===== src/rtl/riscv_types.sv =====
// Shared RV32I core types: Wishbone arbiter state encoding, fetch NOP default
// and byte-lane select patterns.
package riscv_types;

    typedef enum logic [1:0] {
        IDLE  = 2'd0,
        DATA  = 2'd1,
        FETCH = 2'd2
    } wb_arb_state_t;

    localparam logic [31:0] NOP_INSN_DEFAULT = 32'h0000_0013;

    localparam logic [3:0] WB_SEL_BYTE = 4'b0001;
    localparam logic [3:0] WB_SEL_HALF = 4'b0011;
    localparam logic [3:0] WB_SEL_WORD = 4'b1111;

endpackage


===== src/rtl/wb_lane_gen.sv =====
// Byte-lane select and replicated write data for MEM-stage accesses,
// derived from funct3 size bits and the low address bits.
module wb_lane_gen
    import riscv_types::*;
(
    input  logic [1:0]  op,
    input  logic [1:0]  addr,
    input  logic [31:0] wdata,
    output logic [3:0]  sel,
    output logic [31:0] dat
);

    always_comb begin
        sel = WB_SEL_WORD;
        dat = wdata;
        case (op)
            2'b00: begin
                sel = WB_SEL_BYTE << addr;
                dat = {4{wdata[7:0]}};
            end
            2'b01: begin
                sel = WB_SEL_HALF << {addr[1], 1'b0};
                dat = {2{wdata[15:0]}};
            end
            default: begin
                sel = WB_SEL_WORD;
                dat = wdata;
            end
        endcase
    end

endmodule


===== src/rtl/wb_core_arbiter.sv =====
// Wishbone B4 classic arbiter sharing one master port between instruction fetch
// and MEM-stage data access. Optional watchdog enabled by defining WB_TIMEOUT_EN.
module wb_core_arbiter
    import riscv_types::*;
#(
    parameter int          TIMEOUT_CYCLES = 255,
    parameter logic [31:0] NOP_INSN       = NOP_INSN_DEFAULT
) (
    input  logic        clk,
    input  logic        reset_n,
    input  logic [31:0] if_addr,
    input  logic        if_req,
    output logic [31:0] if_rdata,
    input  logic [31:0] d_addr,
    input  logic [31:0] d_wdata,
    input  logic [2:0]  d_op,
    input  logic        d_re,
    input  logic        d_we,
    output logic [31:0] d_rdata,
    output logic        stall_pipl,
    output logic        bus_err,
    output logic [31:0] wb_adr_o,
    output logic [31:0] wb_dat_o,
    output logic [3:0]  wb_sel_o,
    output logic        wb_we_o,
    output logic        wb_cyc_o,
    output logic        wb_stb_o,
    input  logic [31:0] wb_dat_i,
    input  logic        wb_ack_i,
    input  logic        wb_err_i
);

    wb_arb_state_t state, state_next;

    logic        d_need, i_need, d_pend, i_pend;
    logic        d_done, i_done;
    logic        done_evt, err_evt, timeout;
    logic        start_data, start_fetch, end_bus, d_complete, i_complete;
    logic [3:0]  lane_sel;
    logic [31:0] lane_dat;
    logic        unused_ok;

    assign unused_ok = &{1'b0, d_op[2], if_addr[1:0]};

    assign d_need     = d_re | d_we;
    assign i_need     = if_req;
    assign d_pend     = d_need & ~d_done;
    assign i_pend     = i_need & ~i_done;
    assign stall_pipl = d_pend | i_pend;

    wb_lane_gen u_lane_gen (
        .op    (d_op[1:0]),
        .addr  (d_addr[1:0]),
        .wdata (d_wdata),
        .sel   (lane_sel),
        .dat   (lane_dat)
    );

`ifdef WB_TIMEOUT_EN
    logic [7:0] wdog;

    assign timeout = (state != IDLE) && (wdog == 8'(TIMEOUT_CYCLES - 1));

    always_ff @(posedge clk or negedge reset_n) begin
        if (!reset_n) begin
            wdog <= '0;
        end else if (start_data || start_fetch) begin
            wdog <= '0;
        end else if (wb_cyc_o) begin
            wdog <= wdog + 8'd1;
        end
    end
`else
    assign timeout = 1'b0;
`endif

    // A watchdog expiry is treated exactly like a slave error.
    assign done_evt = wb_ack_i | wb_err_i | timeout;
    assign err_evt  = wb_err_i | timeout;

    always_ff @(posedge clk or negedge reset_n) begin
        if (!reset_n) begin
            state <= IDLE;
        end else begin
            state <= state_next;
        end
    end

    // Data goes first: it belongs to the older instruction in the pipeline.
    always_comb begin
        state_next = state;
        case (state)
            IDLE: begin
                if (d_pend) begin
                    state_next = DATA;
                end else if (i_pend) begin
                    state_next = FETCH;
                end
            end
            DATA: begin
                if (done_evt) begin
                    state_next = i_pend ? FETCH : IDLE;
                end
            end
            FETCH: begin
                if (done_evt) begin
                    state_next = IDLE;
                end
            end
            default: state_next = IDLE;
        endcase
    end

    always_comb begin
        start_data  = (state == IDLE) && (state_next == DATA);
        start_fetch = (state != FETCH) && (state_next == FETCH);
        end_bus     = (state != IDLE) && (state_next == IDLE);
        d_complete  = (state == DATA) && done_evt;
        i_complete  = (state == FETCH) && done_evt;
    end

    always_ff @(posedge clk or negedge reset_n) begin
        if (!reset_n) begin
            d_done <= 1'b0;
            i_done <= 1'b0;
        end else if (!stall_pipl) begin
            d_done <= 1'b0;
            i_done <= 1'b0;
        end else begin
            if (d_complete) d_done <= 1'b1;
            if (i_complete) i_done <= 1'b1;
        end
    end

    // Back-to-back data->fetch keeps cyc/stb high and only swaps adr/sel/we.
    always_ff @(posedge clk or negedge reset_n) begin
        if (!reset_n) begin
            wb_cyc_o <= 1'b0;
            wb_stb_o <= 1'b0;
            wb_we_o  <= 1'b0;
            wb_adr_o <= '0;
            wb_sel_o <= '0;
            wb_dat_o <= '0;
        end else if (start_data) begin
            wb_cyc_o <= 1'b1;
            wb_stb_o <= 1'b1;
            wb_we_o  <= d_we;
            wb_adr_o <= {d_addr[31:2], 2'b00};
            wb_sel_o <= lane_sel;
            wb_dat_o <= lane_dat;
        end else if (start_fetch) begin
            wb_cyc_o <= 1'b1;
            wb_stb_o <= 1'b1;
            wb_we_o  <= 1'b0;
            wb_adr_o <= {if_addr[31:2], 2'b00};
            wb_sel_o <= WB_SEL_WORD;
        end else if (end_bus) begin
            wb_cyc_o <= 1'b0;
            wb_stb_o <= 1'b0;
            wb_we_o  <= 1'b0;
        end
    end

    always_ff @(posedge clk or negedge reset_n) begin
        if (!reset_n) begin
            if_rdata <= NOP_INSN;
            d_rdata  <= '0;
            bus_err  <= 1'b0;
        end else begin
            if (d_complete) d_rdata <= err_evt ? 32'h0 : wb_dat_i;
            if (i_complete) if_rdata <= err_evt ? NOP_INSN : wb_dat_i;
            if ((d_complete || i_complete) && err_evt) bus_err <= 1'b1;
        end
    end

endmodule

===== config.mk =====
export PLATFORM = sky130hd
export DESIGN_NAME = wb_core_arbiter
export DESIGN_NICKNAME = d
export VERILOG_FILES = /design/src/rtl/riscv_types.sv /design/src/rtl/wb_lane_gen.sv /design/src/rtl/wb_core_arbiter.sv
export SDC_FILE = /design/constraint.sdc
export NUM_CORES = 1
export LEC_CHECK = 0
export ABC_AREA = 1
export BUFFER_PORTS_ARGS = -buffer_cell sky130_fd_sc_hd__buf_2
export CAP_MARGIN = 20
export CELL_PAD_IN_SITES_DETAIL_PLACEMENT = 0
export CELL_PAD_IN_SITES_GLOBAL_PLACEMENT = 1
export CORE_MARGIN = 4
export CORE_UTILIZATION = 34
export DETAILED_ROUTE_END_ITERATION = 16
export PLACE_DENSITY = 0.85
export SLEW_MARGIN = 20
export SYNTH_ARGS = -nofsm -noshare
export SYNTH_HDL_FRONTEND = slang
export SYNTH_HIERARCHICAL = 1
export SYNTH_SLANG_ARGS = --single-unit

===== constraint.sdc =====
create_clock -name clk -period 1.7 [get_ports clk]
set_clock_uncertainty 0.05 [all_clocks]
set_input_delay 0.085 -clock clk [delete_from_list [all_inputs] [get_ports clk]]
set_output_delay 0.085 -clock clk [all_outputs]
set_load 0.005 [all_outputs]

== Word level (Yosys, flattened, before mapping) ==
Index checks and enable logic that the tools add are counted.
Widths: inputs -> output; s select.

* Word-level logic and storage cells: 64
* Memory bits (writable): 0
* Bits of input ports: 138
* Latch bits: 0
* Output and inout port bits: 137
* Bits in read-only memories: 0
* Register bits after elaboration: 139
* Memories kept: 0

* Order comparisons: 0
* Divide/modulo/power cells: 0
* Bitwise operators: 7
* Shift-type cells: 2
* Muxes and demuxes: 23
* $mul: 0
* Reductions and logical operators: 13
* $add $sub $neg: 0
* Eq/ne operators: 8

{| class="wikitable"
|+ Operators by type and width
! operator !! number
|-
| $mux 32 || 4
|-
| $pmux 32 s2 || 1
|-
| $mux 2 || 5
|-
| $mux 1 || 9
|-
| $mux 4 || 2
|-
| $pmux 4 s2 || 1
|-
| $eq 2x1->1 const B || 3
|-
| $logic_and 1x1->1 || 6
|-
| $logic_not 2->1 || 3
|-
| $pmux 2 s3 || 1
|-
| $eq 2x2->1 const B || 2
|-
| $ne 2x1->1 const B || 2
|-
| $reduce_bool 2->1 || 2
|-
| $shl 1x2->4 const A || 1
|-
| $shl 2x2->4 const A || 1
|-
| $or 1x1->1 || 3
|-
| $reduce_bool 3->1 || 1
|-
| $and 1x1->1 || 2
|-
| $ne 2x2->1 const B || 1
|-
| $not 1->1 || 2
|-
| $logic_or 1x1->1 || 1
|}

== Depth between registers and ports, before layout ==
Gate-level depths: netlist of run 1.

* Word-level depth: 10
* Mapped depth: 11
* Mapped depth without buffers: 10

== Hierarchy ==
The synthesis of run 1 kept the hierarchy.

{| class="wikitable"
|+ Modules (own cells, without submodules)
! module !! cells each !! area each (sq um) !! times used
|-
| wb_core_arbiter || 694 || 5,888.1 || 1
|-
| wb_lane_gen || 98 || 559.3 || 1
|}

== Worst setup path before layout of run 1 ==
Ideal clock, no wire load.

* Kind: register -> register
* Start: register state[1]
* End: register if_rdata[13]
* Arrival time: 1,363 ps
* Data required time: 1,525 ps
* Setup time: 125 ps
* Cell stages (with the launch flop): 5
* Clock period less this slack: 1,538 ps
* Path buffers: 1
* Setup slack: 162 ps
* Path through: dfrtp_1 > inv_2 > nor3_4 > buf_6 > mux2_2

* Cells in the longest elaborated chain, start to end: 2

{| class="wikitable"
|+ Ends and longest elaborated chain
! item !! line !! source
|-
| start, declared || wb_core_arbiter.sv:33 || <nowiki>wb_arb_state_t state, state_next;</nowiki>
|-
| start signal, assigned || wb_core_arbiter.sv:85 || <nowiki>state <= state_next;</nowiki>
|-
| $eq 2x2->1 || wb_core_arbiter.sv:119 || <nowiki>i_complete = (state == FETCH) && done_evt;</nowiki>
|-
| $logic_and 1x1->1 || wb_core_arbiter.sv:119 ||
|-
| end signal, assigned || wb_core_arbiter.sv:171 || <nowiki>if (i_complete) if_rdata <= err_evt ? NOP_INSN : wb_dat_i;</nowiki>
|-
| end, declared || wb_core_arbiter.sv:13 || <nowiki>output logic [31:0] if_rdata,</nowiki>
|}

Every way passes these cells.
A chain may end at the register's enable or synchronous reset.

== Final worst setup path of run 1 ==
* Start: register state[1]
* End: register if_rdata[28]

The elaborated chain is that of the path after synthesis.

==> flow_metrics.tcl, run 1 <==
set metrics [dict create \
    antenna_found_initial 2 \
    dr_total_vias 6432 \
    crit_chain "inv_2, buf_4, nor3_4, buf_12, mux2_2" \
    yosysWarnings 6 \
    clock_sinks 137 \
    reg2reg_slack_ps 100 \
    final.min_clock_period_ps 1600 \
    grt-ovfl-total 0 \
    fillers 1727 \
    finalCritPeriodShare_pct 94.1 \
    drv_cap 0 \
    final_layout_size_suffix_gt1_share_pct 31.4 \
    final_cell_mix "nand2_1, buf_2, dfrtp_1, dlygate4sd3_1, nor2_1" \
    core_area_um2 18700 \
    met3_usage_pct 6.51 \
    num-nets-final 1322 \
    grt.total_usage_pct 19.3 \
    setup_viol 0 \
    drt_first_pass_iters 4 \
    drt_iter0_drc 184 \
    avgViaCountPerCell 4.49 \
    worstSetupPathType "reg -> reg" \
    rows 50 \
    hold_viol_final 0 \
    crit-reg2reg-launch "state[1]" \
    start_kind "flop" \
    place_congestion 0.778 \
    fin_cells 1433 \
    io_buffers 269 \
    cts_tree "built" \
    dp_cells 1264 \
    ir_worst_vdd_mv 0.911 \
    synthCells 792 \
    die_h_um 146 \
    grt_max_degree 60 \
    synth.distinct_cells 27 \
    critPathArrivalTime_ps 1840 \
    worstPathRequired_ps 1940 \
    p_int_uw 10500 \
    syn2layout_area_growth_pct 56.1 \
    wirelength_um 20600 \
    synth.cell_area_um2 6450 \
    whs_endpoint "i_done" \
    dieWidth_um 146 \
    grt_pass1_vias 6596 \
    slowest_delay_ps 390 \
    pwr-share-comb_pct 40.1 \
    rr_endpoint "if_rdata[28]" \
    syn-mean-instance-area_um2 8.14 \
    die-area_um2 21200 \
    endpoint_kind "flop" \
    p_leak_uw 0.00570 \
    grt_util_met1_pct 22.7 \
    p_sw_share_pct 35.6 \
    h-tree-depth 4 \
    p_per_area_nw_per_um2 1620 \
    drc_errors 0 \
    grt-busiest-layer "met2" \
    hpwl_um 13500 \
    whs_path_depth 5 \
    clk-insertion-delay-late_ps 410 \
    num_io_pins 275 \
    clkPwrFrac_pct 26.4 \
    initial_core_util_pct 34.5 \
    wire_per_inst_um 14.4 \
    pwr-share-seq_pct 33.5 \
    clock.fmax_mhz 625 \
    netSwitchingPower_uw 5800 \
    yosysSeqAreaShare_pct 53.2 \
    slowest_stage "dfrtp_1" \
    clockBufferDepth 2 \
    fin_ws_ps 101 \
    finalSetupTns_ps 0 \
    layout_commonest_cell "nand2_1" \
    grt_pass1_wl_um 33500 \
    drv_slew 0 \
    worst_slew_pin_slew_ps 503 \
    cp_max_fo 30 \
    numCtsBuffers 17 \
    place_ws_ps 115 \
    worst_hold_path_type "in -> reg" \
    r2r_cells 5 \
    clock-root-buffer "clkbuf_16" \
    synth_seq_cells 137 \
    status "finished, final reports clean" \
    ant_nets 0 \
    relSlewSlack_pct 66.5 \
    clk_pin_slew_ps 60 \
    hold_start "if_req" \
    grt_use_met2_pct 32.7 \
]
[repair_timing]
item	4_1_cts	5_1_grt
endpoints found under the setup margin	0	29
endpoints found under the hold margin	240	0
buffers inserted	0	2
resized for setup	0	2
hold buffers	133	0
[metrics by stage]
stage / utilization [%] / hold WS (ps) / total power, uW / cell area (um2)
2_1_floorplan: - / -261 / 9000 / 6450
3_3_place_gp: 42.9 / -11.1 / 11700 / 8020
3_5_place_dp: 42.9 / -8.74 / 11800 / 8020
4_1_cts: 53.7 / 17.9 / 16400 / 10000
5_1_grt: 53.8 / 62.9 / 17500 / 10100
6_report: 53.8 / 36.6 / 16300 / 10100
[critical path: cells and delay by family (launching register included)]
family                 cells  cell delay [ps]
flip-flops                 1              390
buffers and inverters      3              440
multiplexers               1              360
AND/OR/NAND/NOR            1              220
[layout make-up]
cell class,count,area [um2],share of cell area (%)
multi-input cells,563,2530,25.1
flip-flops and latches,137,3430,34.1
diodes,3,7.51,0.0746
well taps,234,293,2.91
clock inverters,10,213,2.11
clock buffers,21,470,4.67
repair buffers,422,2960,29.4
inverters,43,161,1.60
[per-layer routing]
metal | vias up | part of all wire [%]
met2 | 238 | 48
met5 | - | 0
met4 | 0 | 3.0
met3 | 39 | 7.4
met1 | 2972 | 42
li1 | 3183 | -
[power by group through the flow]
stage | sequential [uW] | combinational [uW] | clock (uW)
after floorplan | 5580 | 3420 | 0
after global placement | 5460 | 6230 | 0
after detailed placement | 5490 | 6330 | 0
after CTS | 5470 | 6580 | 4400
after global routing | 5640 | 7320 | 4540
final | 5460 | 6540 | 4290
[kinds of logic after synthesis]
kind of cell,synth area share (%)
AOI/OAI and AO/OA,1.98
DFF,53.2
and+or+nand+nor,32.0
other,0.0582
muxes,5.06
buffers and inverters,7.70
[cell usage after synthesis]
master | count | area share (%)
nor3_4 | 1 | 0.25
conb_1 | 1 | 0.058
inv_1 | 37 | 2.2
o21bai_1 | 2 | 0.23
dfrtp_1 | 134 | 52
nand4_1 | 2 | 0.19
dfstp_2 | 3 | 1.2
mux2_1 | 6 | 1.0
nor2_4 | 2 | 0.35
o31ai_1 | 1 | 0.12
o21ai_0 | 8 | 0.62
buf_4 | 13 | 1.5
nand3_1 | 2 | 0.16
clkbuf_1 | 10 | 0.58
o21ai_1 | 10 | 0.78
nand3_2 | 17 | 2.6
buf_6 | 8 | 1.4
nand2_1 | 429 | 25
nor2_2 | 1 | 0.097
nand2_4 | 1 | 0.17
nand2_2 | 1 | 0.097
buf_12 | 1 | 0.31
a21oi_1 | 3 | 0.23
nor2_1 | 52 | 3.0
mux2_2 | 23 | 4.0
inv_2 | 6 | 0.35
buf_2 | 18 | 1.4
[state kept, by name, indices dropped and copies added (netlist names)]
name and count:
d_rdata 32, i_done 1, wb_stb_o 1, wb_dat_o 32, state 2, d_done 1, wb_sel_o 4, wb_adr_o 30
bus_err 1, if_rdata 32, wb_we_o 1
[worst max-delay path by stage]
| stage | to | from | slack, ps |
|---|---|---|---|
| final | if_rdata[28] | state[1] | 100 |
| after detailed placement | wb_adr_o[15] | state[1] | 110 |
| after floorplan | if_rdata[13] | state[1] | 160 |
| after global placement | wb_adr_o[27] | state[1] | 160 |
| after global routing | wb_adr_o[2] | state[0] | -5 |
| after CTS | wb_adr_o[15] | d_we | 90 |
No activity file was read; power rests on OpenSTA's default activity.
==> run 2: changes to the inputs <==
Settings changed: CELL_PAD_IN_SITES_DETAIL_PLACEMENT 0 to unset, CELL_PAD_IN_SITES_GLOBAL_PLACEMENT 1 to unset, CORE_UTILIZATION 34 to 48.
==> run 2 against run 1 <==
Net effect:
- via count rose by 9.4%
- critical path depth up 1
- sequential share of layout area grew 0.62 points
- largest power group unchanged
- highest routed layer unchanged
==> flow_metrics.tcl, run 2 (synthesis results as in run 1) <==
set metrics [dict create \
    p_per_area_nw_per_um2 1630 \
    avgViaCountPerCell 5.12 \
    final.min_clock_period_ps 1600 \
    dr_total_vias 7037 \
    drv_cap 0 \
    finalSetupTns_ps 0 \
    crit-reg2reg-launch "state[1]" \
    antenna_found_initial 0 \
    clock_sinks 137 \
    worstSetupPathType "reg -> reg" \
    core_area_um2 13200 \
    num_io_pins 275 \
    worstPathRequired_ps 1940 \
    clock.fmax_mhz 624 \
    wirelength_met1_um 8290 \
    n_antenna_cell 0 \
    reg_top3 "d_rdata: 32 flops, if_rdata: 32 flops, wb_dat_o: 32 flops" \
    drt_iter0_drc 597 \
    io_buffers 269 \
    ant_nets 0 \
    endpoint_kind "flop" \
    netSwitchingPower_uw 6220 \
    place_ws_ps 107 \
    wire_per_inst_um 16.4 \
    rsz0062_at_grt "no" \
    drv_slew 0 \
    syn2layout_area_growth_pct 53.3 \
    wl_met3_um 2530 \
    num-nets-final 1324 \
    fin_ws_ps 98.0 \
    cts_tree "built" \
    place_congestion 0.824 \
    pwr-share-comb_pct 42.4 \
    numCtsBuffers 17 \
    die-area_um2 15400 \
    wirelength_um 22600 \
    layout_commonest_cell "nand2_1" \
    hold_viol_final 0 \
    final_cell_mix "nand2_1, buf_2, dfrtp_1, dlygate4sd3_1, nor2_1" \
    h-tree-depth 4 \
    ir_worst_vdd_mv 0.769 \
    rows 42 \
    clock-root-buffer "clkbuf_16" \
    clkPwrFrac_pct 23.1 \
    whs_path_depth 5 \
    pwr-share-seq_pct 34.6 \
    cp_max_fo 15 \
    grt_max_degree 64 \
    hold_start "d_wdata[25]" \
    worst_hold_path_type "in -> reg" \
    initial_core_util_pct 48.9 \
    grt.total_usage_pct 28.9 \
    clk-insertion-delay-late_ps 410 \
    drc_errors 0 \
    r2r_cells 6 \
    clockBufferDepth 2 \
    clk_pin_slew_ps 60 \
    reg2reg_slack_ps 100 \
    whs_endpoint "wb_dat_o[25]" \
    p_int_uw 9850 \
    status "finished, final reports clean" \
    fillers 816 \
    die_h_um 124 \
    grt_pass1_vias 7052 \
    crit_start "state[1]" \
    setup_viol 0 \
    p_sw_share_pct 38.7 \
    grt-ovfl-total 0 \
    postLayoutCoreUtil_pct 74.9 \
    start_kind "flop" \
    rr_endpoint "if_rdata[14]" \
    grt_pass1_wl_um 34500 \
    topRoutingLayerUsed "met4" \
    dieWidth_um 124 \
    final_layout_size_suffix_gt1_share_pct 31.9 \
    holdWs_ps 27.2 \
    critPathArrivalTime_ps 1850 \
    wl_met2_um 10800 \
    drt_first_pass_iters 5 \
    finalCritPeriodShare_pct 94.2 \
    p_leak_uw 0.00566 \
    hpwl_um 12300 \
]
## run 2: what timing repair did
| item | in CTS | in global routing |
|---|---|---|
| hold buffers | 131 | 0 |
| endpoints found under the hold margin | 241 | 0 |
| setup buffers | 0 | 3 |
| gates resized for setup | 0 | 2 |
| setup endpoints to repair | 0 | 14 |
## run 2: critical path, cell delays in order (launching register included)
cell	delay, ps
dfrtp_1	410
inv_2	60
buf_4	150
nor3_4	160
buf_4	150
buf_12	150
mux2_2	360
## run 2: through the flow
| stage | instance area (um2) | total power (uW) | cells |
|---|---|---|---|
| final | 9880 | 16100 | 1375 |
| after floorplan | 6450 | 9000 | 793 |
| after CTS | 9830 | 15700 | 1371 |
| after global routing | 9880 | 17100 | 1375 |
| after global placement | 7930 | 11500 | 1208 |
| after detailed placement | 7930 | 11700 | 1208 |
## run 2: layout make-up
type	count	area (um2)	area share (%)
inverter	43	161	1.63
tap	176	220	2.23
clock buffer	17	425	4.30
sequential	137	3430	34.7
clock inverter	15	168	1.70
multi-input combinational	563	2530	25.6
timing repair buffer	424	2950	29.8
## run 2: power by group through the flow
stage / Combinational [uW] / Clock (uW) / Sequential [uW]
after floorplan: 3420 / 0 / 5580
after global placement: 6010 / 0 / 5480
after detailed placement: 6210 / 0 / 5510
after CTS: 6440 / 3750 / 5490
after global routing: 7520 / 3890 / 5700
final: 6800 / 3700 / 5560
## run 2: metal layers
layer  vias up  GRT usage [%]
li1       3190              -
met1      3244           33.8
met2       498           47.5
met3       105           8.95
met4         0           15.7
met5         -              0
## run 2: how the worst max path moves through the flow
stage                         endpoint
final                     if_rdata[14]
after global placement     wb_sel_o[0]
after global routing      if_rdata[14]
after CTS                 if_rdata[14]
after floorplan           if_rdata[13]
after detailed placement  if_rdata[14]
